<file path="src/rtl/pc_seq.sv">
// Registered program-counter sequencer: JR/JAL/branch redirects, link value and a retired counter.
// Optional misaligned-JR fault state is compiled in with `define PC_ALIGN_CHECK_EN.
module pc_seq #(
  parameter int          AW        = 32,
  parameter int          CW        = 16,
  parameter logic [31:0] RESET_VEC = 32'h0000_0000,
  parameter logic [31:0] FAULT_VEC = 32'h0000_0080
) (
  input  logic          clk,
  input  logic          rst,
  input  logic          stall,
  input  logic          branch,
  input  logic          bne,
  input  logic          zero,
  input  logic          jal,
  input  logic          jr,
  input  logic [15:0]   imm,
  input  logic [25:0]   jtarget,
  input  logic [AW-1:0] rs_val,
  input  logic          fault_clr,
  output logic [AW-1:0] pc,
  output logic [AW-1:0] link_pc,
  output logic [CW-1:0] retired,
  output logic          fault,
  output logic [AW-1:0] fault_pc
);

  // Region bits kept from pc4 on JAL; empty when AW <= 28.
  localparam logic [31:0] JAL_HI_KEEP = 32'hF000_0000;

  logic [AW-1:0]        pc_q, pc_d;
  logic [CW-1:0]        ret_q, ret_d;
  logic [AW-1:0]        pc4;
  logic signed [AW-1:0] imm_sx;
  logic [AW-1:0]        br_tgt;
  logic [AW-1:0]        jal_tgt;
  logic [AW-1:0]        jr_tgt;
  logic [AW-1:0]        nxt_pc;
  logic                 taken;

  assign pc4     = pc_q + AW'(4);
  assign imm_sx  = AW'(signed'(imm));
  assign br_tgt  = pc4 + AW'(imm_sx <<< 2);
  assign jal_tgt = (pc4 & JAL_HI_KEEP[AW-1:0]) | AW'({jtarget, 2'b00});
  assign taken   = branch & (zero ^ bne);

  always_comb begin
    if (jr)         nxt_pc = jr_tgt;
    else if (jal)   nxt_pc = jal_tgt;
    else if (taken) nxt_pc = br_tgt;
    else            nxt_pc = pc4;
  end

`ifdef PC_ALIGN_CHECK_EN
  localparam logic [0:0] ST_RUN   = 1'b0;
  localparam logic [0:0] ST_FAULT = 1'b1;

  logic [0:0]    state_q, state_d;
  logic [AW-1:0] fault_pc_q, fault_pc_d;
  logic          misalign;

  assign misalign = jr & (rs_val[1:0] != 2'b00);
  assign jr_tgt   = rs_val;
  assign fault    = (state_q == ST_FAULT);
  assign fault_pc = fault_pc_q;

  always_comb begin
    state_d    = state_q;
    fault_pc_d = fault_pc_q;
    pc_d       = pc_q;
    ret_d      = ret_q;
    if (state_q == ST_FAULT) begin
      if (fault_clr) begin
        pc_d    = AW'(FAULT_VEC);
        state_d = ST_RUN;
      end
    end else if (!stall) begin
      if (misalign) begin
        state_d    = ST_FAULT;
        fault_pc_d = rs_val;
      end else begin
        pc_d  = nxt_pc;
        ret_d = ret_q + CW'(1);
      end
    end
  end

  always_ff @(posedge clk) begin
    if (rst) begin
      state_q    <= ST_RUN;
      fault_pc_q <= '0;
    end else begin
      state_q    <= state_d;
      fault_pc_q <= fault_pc_d;
    end
  end
`else
  logic unused_ok;

  // Without the check a misaligned JR target is silently word-aligned.
  assign jr_tgt    = {rs_val[AW-1:2], 2'b00};
  assign fault     = 1'b0;
  assign fault_pc  = '0;
  assign unused_ok = &{1'b0, fault_clr, rs_val[1:0]};

  always_comb begin
    pc_d  = pc_q;
    ret_d = ret_q;
    if (!stall) begin
      pc_d  = nxt_pc;
      ret_d = ret_q + CW'(1);
    end
  end
`endif

  always_ff @(posedge clk) begin
    if (rst) begin
      pc_q  <= AW'(RESET_VEC);
      ret_q <= '0;
    end else begin
      pc_q  <= pc_d;
      ret_q <= ret_d;
    end
  end

  assign pc      = pc_q;
  assign link_pc = pc4;
  assign retired = ret_q;

endmodule

</file>
<file path="config.mk">
export PLATFORM = sky130hd
export DESIGN_NAME = pc_seq
export DESIGN_NICKNAME = d
export VERILOG_FILES = /design/src/rtl/pc_seq.sv
export SDC_FILE = /design/constraint.sdc
export NUM_CORES = 1
export LEC_CHECK = 0
export BUFFER_PORTS_ARGS = -buffer_cell sky130_fd_sc_hd__buf_2
export CAP_MARGIN = 40
export CORE_UTILIZATION = 50
export CTS_CLUSTER_SIZE = 28
export DETAILED_ROUTE_END_ITERATION = 6
export PLACE_DENSITY = 0.82
export SETUP_SLACK_MARGIN = 0.15
export SKIP_LAST_GASP = 1
export SYNTH_ARGS = -nofsm -noshare
export SYNTH_HDL_FRONTEND = slang
export SYNTH_SLANG_ARGS = --single-unit
</file>
<file path="constraint.sdc">
create_clock -name clk -period 4.3 [get_ports clk]
set_clock_uncertainty 0.05 [all_clocks]
set_input_delay 1.29 -clock clk [delete_from_list [all_inputs] [get_ports clk]]
set_output_delay 1.29 -clock clk [all_outputs]
set_load 0.01 [all_outputs]
</file>
Yosys cells after proc, flatten, opt, wreduce, memory -nomap -nowiden

Cells that the tools add are included.

Bits in registers: 48
Input bits: 83
Output and inout port bits: 113

Add/subtract/negate cells: 3
Multiplexer cells: 3
Bitwise operators: 3

Operators by type and width:

| cell                                          | number |
|---|---|
| two-way mux 32 bit                            | 3 |
| adder 32 x 3 -> 32 bit, second input constant | 1 |
| adder 32 bit                                  | 1 |
| OR 32 x 28 -> 32 bit                          | 1 |
| adder 16 x 1 -> 16 bit, second input constant | 1 |
| AND 1 bit                                     | 1 |
| bitwise XOR 1 bit                             | 1 |

Logic depth before layout (Yosys ltp)

Gate-level depths: netlist of the first run.

Word-level depth: 5
Depth in mapped cells: 17

Worst setup path before layout of the first run

No wires, ideal clock.

Path kind: reg-to-reg
From: register pc_q[4] (netlist: pc[4])
To: register pc_q[31] (netlist: pc[31])
Arrival: 3.511 ns
Data required time: 4.162 ns
Setup slack: 0.651 ns
Cell stages (with the launch flop): 17
Path buffers: 2
Period minus slack after synthesis: 3.649 ns
Cell sequence: dfxtp_1 > and4_1 > buf_2 > and4_1 > clkbuf_1 > nand3_1 > xnor2_1 > ha_1 > and4_1 > and3_1 > nand3_1 > o21ai_0 > nor4b_2 > o31ai_1 > xor2_1 > and3_1 > o32ai_2

Longest elaborated chain between the ends: 5
Elaborated cells on any way between the ends: 6
Classes of those cells: add/sub: 2; mux: 3; bitwise: 1

Ends and longest elaborated chain:

| what                   | RTL line | RTL |
|---|---|---|
| from (decl)            | 31       | `logic [AW-1:0] pc_q, pc_d;` |
| from (signal assigned) | 118      | `pc_q <= AW'(RESET_VEC);` |
| from (signal assigned) | 121      | `pc_q <= pc_d;` |
| adder 32 x 3 -> 32 bit | 41       | `assign pc4 = pc_q + AW'(4);` |
| net link_pc[21]        | 22       | `output logic [AW-1:0] link_pc,` |
| adder 32 bit           | 43       | `assign br_tgt = pc4 + AW'(imm_sx <<< 2);` |
| two-way mux 32 bit     | 50       | `else if (taken) nxt_pc = br_tgt;` |
| two-way mux 32 bit     | 49       | `else if (jal) nxt_pc = jal_tgt;` |
| two-way mux 32 bit     | 48       | `if (jr) nxt_pc = jr_tgt;` |

The timed path passes the listed nets, and every way through them passes these cells.
A chain may end at the register's enable or synchronous reset.

Worst setup path after layout of the first run

From: register pc_q[16] (netlist: pc[16])
To: register pc_q[31] (netlist: pc[31])

Longest elaborated chain between the ends: 5
Elaborated cells on any way between the ends: 6
Classes of those cells: add/sub: 2; mux: 3; bitwise: 1

Ends and longest elaborated chain:

| what                       | RTL line |
|---|---|
| adder 32 x 3 -> 32 bit (*) | 41 |
| adder 32 bit               | 43 |
| two-way mux 32 bit         | 50 |
| two-way mux 32 bit (*)     | 49 |
| two-way mux 32 bit (*)     | 48 |

Every way passes the cells marked *; elsewhere a longest branch is shown, timed or not.

==> flow_summary_export.csv, run 1 <==
group,metric,value,unit
placement,dp.cells,941,
logic_synthesis,synth_common_cells,"nand2_1 (74), nor2_1 (68), dfxtp_1 (46), a21oi_1 (45), ha_1 (38)",
worst_hold_path,hold_class,"reg2reg",
job,max_cap_violations,0,
critical_path,crit_type,"reg2reg",
layout,fin_cells,952,
die,initial_core_util,0.5253,
sta,fmaxAchievable,249.0,MHz
logic_synthesis,yosys_register_bits,46,
drt,vias,5624,
sta,setup_viol,0,
logic_synthesis,yosysMostFrequentCell,"nand2_1",
critical_path,rrSetupSlack,0.28,ns
logic_synthesis,ys_seq_area_frac,0.1862,
sta,hold_viol,0,
layout,nFillCells,868,
drt,detail-route-antenna-nets,0,
worst_hold_path,min_delay_path_depth,2,
critical_path,crit_arrival,4.20,ns
logic_synthesis,synth_top_area_share,0.1862,
sta,fin_crit,4.017,ns
logic_synthesis,syn-mean-instance-area,7.415,µm²
placement,place_ws,0.1978,ns
cts,cts_tree,"done",
global_routing,grt_use_total,0.3125,
worst_hold_path,hp-start,"pc[30]",
critical_path,r2r_start,"pc[16]",
cts,cts_hold_buf,0,
sta,timing.final.ws_setup,0.2832,ns
layout,syn2layout_area_growth,20.14,%
logic_synthesis,yosysUniqueCellTypes,66,
layout,layout-drive-gt1-share,0.2527,
drt,wl_met3,1550,µm
placement,hpwl,12710,µm
critical_path,worstSetupStartpoint,"pc[16]",
cts,clock_sinks,46,
critical_path,r2r_end,"pc[31]",
sta,post-route-period-util,0.9341,
die,rows,35,
drt,drt_iter0_drc,493,
placement,io_buffers,155,
layout,postLayoutCoreUtil,0.6311,
critical_path,cp_max_fo,9,
critical_path,slowest_stage,"dfxtp_1",
critical_path,end_kind,"flop",
logic_synthesis,async_reset_ff_frac,0,
cts,clockBufferDepth,2,
sta,slew_viol_final,0,
global_routing,grt_pass1_wl,25050,µm
critical_path,cp.required,4.48,ns
critical_path,cp_top_family,"simple AND/OR/NAND/NOR gates",
logic_synthesis,synth_area,4946,µm²
cts,cts_buffers,5,
logic_synthesis,synth_area_leaders,"dfxtp_1 (19%), ha_1 (9.6%), buf_4 (5.6%)",
drt,wl_per_cell,17.02,µm
sta,setup_tns,0,ns
status,outcome,"completed",
cts,htree_levels,2,
die,die_x,101.5,µm
drt,wl_met1,6782,µm
logic_synthesis,synth_area_leader_cell,"dfxtp_1",
die,dieArea,10290,µm²
layout,n_antenna_cell,0,
sta,whs,0.4685,ns
critical_path,path_cells,"nand4_1 > nor3_4 > buf_4 > nand3_1 > nor2_1 > xor2_2 > ha_2 > a21o_1 > a21oi_1 > nor2b_1 > o41a_1 > nor4b_2 > buf_4 > o31ai_1 > xor2_1 > and3_1 > o32ai_2",
logic_synthesis,synth-main-ff-cell,"dfxtp_1",
drt,first_pass_iters,5,
critical_path,start_kind,"flop",
layout,num-nets-final,944,
drt,wl_met2,7305,µm
worst_hold_path,min_to,"pc[30]",
global_routing,grt_overflow,0,
die,core-area,9415,µm²
drt,routed.top_layer,"met4",
global_routing,grt_max_degree,42,
power_and_ir_drop,leakage,2.919,nW
critical_path,slowest_delay,0.49,ns
cts,clkTransAtPathRegs,0.10,ns
drt,drt_wl_total,16210,µm
sta,rsz0062_at_grt,"yes",
global_routing,grt_pass1_vias,5099,
die,chipHeight,101.5,µm
critical_path,crit_buf_inv,2,
cts,root_buffer,"clkbuf_8",
logic_synthesis,synth_enable_flop_cells,0,
global_routing,antenna_found_initial,0,
sta,tightest_slew,0.7968,ns
power_and_ir_drop,ir_worst_vdd,0.2045,mV
logic_synthesis,syn_inst,667,
power_and_ir_drop,pwr_density_cell,233.4,nW/µm²
drt,viasPerCell,5.908,
critical_path,ff2ff_path_depth,17,
sta,slew_headroom,0.4668,
cts,worstSkewPairLatency,0.31,ns
logic_synthesis,ys_warn_count,0,
critical_path,crit_top_cell,"buf_4",
placement,gp_congestion,0.9640,
drt,drc,0,
die,ios,196,
==> metrics by stage <==
step           total power, mW  area (µm²)
2_1_floorplan           0.8948        5081
3_3_place_gp             1.063        5787
3_5_place_dp             1.076        5787
4_1_cts                  1.368        5883
5_1_grt                  1.462        5942
6_report                 1.387        5942
==> cells by family (layout without fill, tap and decap cells) <==
group,Yosys count,after routing,share of synthesized area
flops,46,46,0.1862
buf+inv,84,204,0.09234
xor+xnor,62,62,0.1098
other cells,1,37,0.0007582
simple gates,237,237,0.2289
mux,13,13,0.02707
compound gates,185,185,0.2547
fa+ha+maj,39,39,0.1002
==> layout make-up <==
| cell class | instances | area [µm²] | area share |
|---|---|---|---|
| Clock buffer | 5 | 68.82 | 0.01158 |
| Tap cell | 129 | 161.4 | 0.02716 |
| Sequential cell | 46 | 920.9 | 0.1550 |
| Clock inverter | 3 | 27.53 | 0.004633 |
| Multi-Input combinational cell | 573 | 3740 | 0.6294 |
| Inverter | 16 | 60.06 | 0.01011 |
| Timing Repair Buffer | 180 | 963.4 | 0.1621 |
==> per-layer routing <==
layer	global-route usage	up-vias
li1	-	2654
met5	0	-
met2	0.4961	309
met3	0.04762	48
met4	0.1382	0
met1	0.4194	2613
==> cell usage in the layout, fill, tap and decap left out, types with 4 or more instances in the layout <==
master	Yosys	routed
nand2_1	74	74
o21ai_0	36	35
and3_1	12	12
nand3_1	24	24
nand2b_1	5	5
dfxtp_1	46	46
buf_2	2	155
nor3_1	8	8
a31oi_1	5	5
a211oi_1	9	8
o22ai_1	4	4
a221oi_1	5	5
conb_1	1	37
a21o_1	16	16
mux2i_1	10	10
nand4_1	12	12
nor2_1	68	68
a21oi_1	45	44
o21a_1	4	4
inv_1	16	16
xor2_1	31	30
ha_1	38	37
and4_1	9	9
a32oi_1	6	6
clkbuf_8	0	5
and2_1	8	8
xnor2_1	31	30
buf_4	37	25
nor2b_1	5	5
o211ai_1	15	15
==> tightest hold or removal path: stages (launching register included) <==
cell and delay, ns:
dfxtp_1 0.35, nand2_1 0.06, o21ai_0 0.07
==> how the worst max path moves through the flow <==
stage | endpoint | slack, ns | cells past startpoint
after floorplan | pc[31] | 0.65 | 16
after global placement | pc[31] | 0.26 | 11
final | pc[31] | 0.28 | 17
after CTS | pc[31] | 0.27 | 15
after detailed placement | pc[31] | 0.20 | 11
after global routing | pc[31] | 0.07 | 17
==> flip-flops by register name, summed over array words and instances (netlist names) <==
| register | count |
|---|---|
| pc | 30 |
| retired | 16 |
==> power by group <==
group	internal, mW	switching, mW	leakage, nW
Clock	0.121	0.175	0.0467
Sequential	0.449	0.0373	0.377
Combinational	0.250	0.355	2.50
==> timing repair <==
action	CTS	global route
resized for setup	0	8
setup endpoints to repair	0	4
setup buffers	0	3
Note: power is estimated with default switching activity, not from simulation.
==> run 2: changes to the inputs <==
--- a/config.mk
+++ b/config.mk
@@ -16,3 +16,4 @@
 export SYNTH_ARGS = -nofsm -noshare
 export SYNTH_HDL_FRONTEND = slang
 export SYNTH_SLANG_ARGS = --single-unit
+export TNS_END_PERCENT = 10
==> constraint.sdc (replaced) <==
create_clock -name clk -period 4.5 [get_ports clk]
set_clock_uncertainty 0.05 [all_clocks]
set_input_delay 1.35 -clock clk [delete_from_list [all_inputs] [get_ports clk]]
set_output_delay 1.35 -clock clk [all_outputs]
set_load 0.01 [all_outputs]
==> flow_summary_export.csv, run 2 (synthesis gave the netlist of run 1 again) <==
group,metric,value,unit
cts,cts_buffers,5,
sta,slew_headroom,0.4054,
cts,cts_hold_buf,0,
status,outcome,"completed",
drt,vias,5594,
critical_path,crit_type,"reg2reg",
sta,hold_viol,0,
sta,setup_tns,0,ns
sta,setup_viol,0,
sta,fin_crit,4.067,ns
layout,n_antenna_cell,0,
sta,slew_viol_final,0,
critical_path,slowest_stage,"dfxtp_1",
global_routing,grt_overflow,0,
drt,detail-route-antenna-nets,0,
cts,post_cts_resized,0,
critical_path,r2r_start,"pc[2]",
drt,wl_per_cell,17.32,µm
cts,clkTransAtPathRegs,0.10,ns
die,initial_core_util,0.5253,
critical_path,crit_arrival,4.24,ns
drt,viasPerCell,5.970,
cts,worstSkewPairLatency,0.31,ns
critical_path,slowest_delay,0.54,ns
cts,post_cts_buffers,0,
layout,largest_register_ffs,30,
global_routing,grt_pass1_vias,5046,
die,rows,35,
worst_hold_path,hp-start,"pc[30]",
layout,nFillCells,875,
critical_path,end_kind,"flop",
drt,drt_iter0_drc,492,
sta,fmaxAchievable,245.9,MHz
placement,hpwl,12820,µm
global_routing,grt_pass1_wl,24980,µm
layout,syn2layout_area_growth,17.63,%
layout,final_cell_mix,"buf_2 (155), nand2_1 (74), nor2_1 (67), dfxtp_1 (46), a21oi_1 (45)",
global_routing,grt_max_degree,42,
critical_path,path_cells,"ha_1 > nand3_1 > nor2_1 > xor2_1 > ha_1 > a21o_1 > a21oi_1 > nor2b_1 > o41a_1 > nor4b_2 > o31ai_1 > xor2_1 > and3_1 > o32ai_2",
critical_path,cp_max_fo,10,
placement,gp_congestion,0.9429,
die,core-area,9415,µm²
power_and_ir_drop,power,1.353,mW
sta,tightest_slew,0.8910,ns
cts,clock_sinks,46,
layout,multi_input_area,3712,µm²
critical_path,start_kind,"flop",
job,max_cap_violations,0,
power_and_ir_drop,leakage,2.846,nW
drt,drc,0,
cts,clockBufferDepth,2,
sta,rsz0062_at_grt,"no",
layout,num-nets-final,929,
cts,root_buffer,"clkbuf_8",
cts,htree_levels,2,
layout,regArea,920.9,µm²
power_and_ir_drop,ir_worst_vdd,0.1731,mV
layout,final_common_cell,"buf_2",
power_and_ir_drop,pwr_density_cell,232.6,nW/µm²
die,ios,196,
drt,drt_wl_total,16230,µm
placement,io_buffers,155,
die,chipHeight,101.5,µm
die,die_x,101.5,µm
critical_path,worstSetupStartpoint,"pc[2]",
layout,layout-drive-gt1-share,0.2327,
global_routing,antenna_found_initial,0,
worst_hold_path,hold_class,"reg2reg",
drt,first_pass_iters,5,
critical_path,cp.required,4.67,ns
cts,cts_tree,"done",
global_routing,grt_use_total,0.3116,
die,dieArea,10290,µm²
sta,post-route-period-util,0.9037,
[run 2: cell type report]
type / instances / area share
clock buffers: 5 / 0.01183
inverters: 16 / 0.01032
repair buffers: 165 / 0.1462
multi-input cells: 573 / 0.6381
well taps: 129 / 0.02774
clock inverters: 3 / 0.007527
flip-flops and latches: 46 / 0.1583
[run 2: final timing paths]
| check | end | slack [ns] | cells after the start |
|---|---|---|---|
| hold / removal | pc[30] | 0.47 | 2 |
| setup reg to reg | pc[31] | 0.43 | 14 |
| hold reg to reg | pc[30] | 0.47 | 2 |
| setup / recovery | pc[31] | 0.43 | 14 |
[run 2: worst max-delay path, delay by kind of cell, from the launching register on]
kind	cells	cell delay, ns
flops	1	0.54
xor+xnor	2	0.51
simple gates	5	1.11
compound gates	5	1.06
fa+ha+maj	2	0.71
[run 2: per-stage QoR]
| stage | area (µm²) | std cells | util | setup slack (ns) | hold slack, ns |
|---|---|---|---|---|---|
| 3_3_place_gp | 5697 | 929 | 0.6051 | 0.3755 | 0.4437 |
| 5_1_grt | 5818 | 937 | 0.6179 | 0.2043 | 0.4977 |
| 6_report | 5818 | 937 | 0.6179 | 0.4333 | 0.4677 |
| 2_1_floorplan | 5081 | 703 | - | 0.8490 | 0.4638 |
| 4_1_cts | 5809 | 937 | 0.6170 | 0.3595 | 0.4632 |
| 3_5_place_dp | 5697 | 929 | 0.6051 | 0.3564 | 0.4493 |
[run 2: power breakdown]
group,leakage [nW],internal [mW],total (mW),switching (mW)
Combinational,2.41,0.224,0.558,0.334
Clock,0.0585,0.167,0.329,0.162
Sequential,0.377,0.429,0.466,0.0365
[run 2: layer usage]
| metal | part of all wire | vias up | track usage |
|---|---|---|---|
| li1 | - | 2618 | - |
| met1 | 0.42 | 2583 | 0.4210 |
| met2 | 0.44 | 326 | 0.4935 |
| met3 | 0.094 | 67 | 0.05452 |
| met4 | 0.043 | 0 | 0.1215 |
| met5 | 0 | - | 0 |
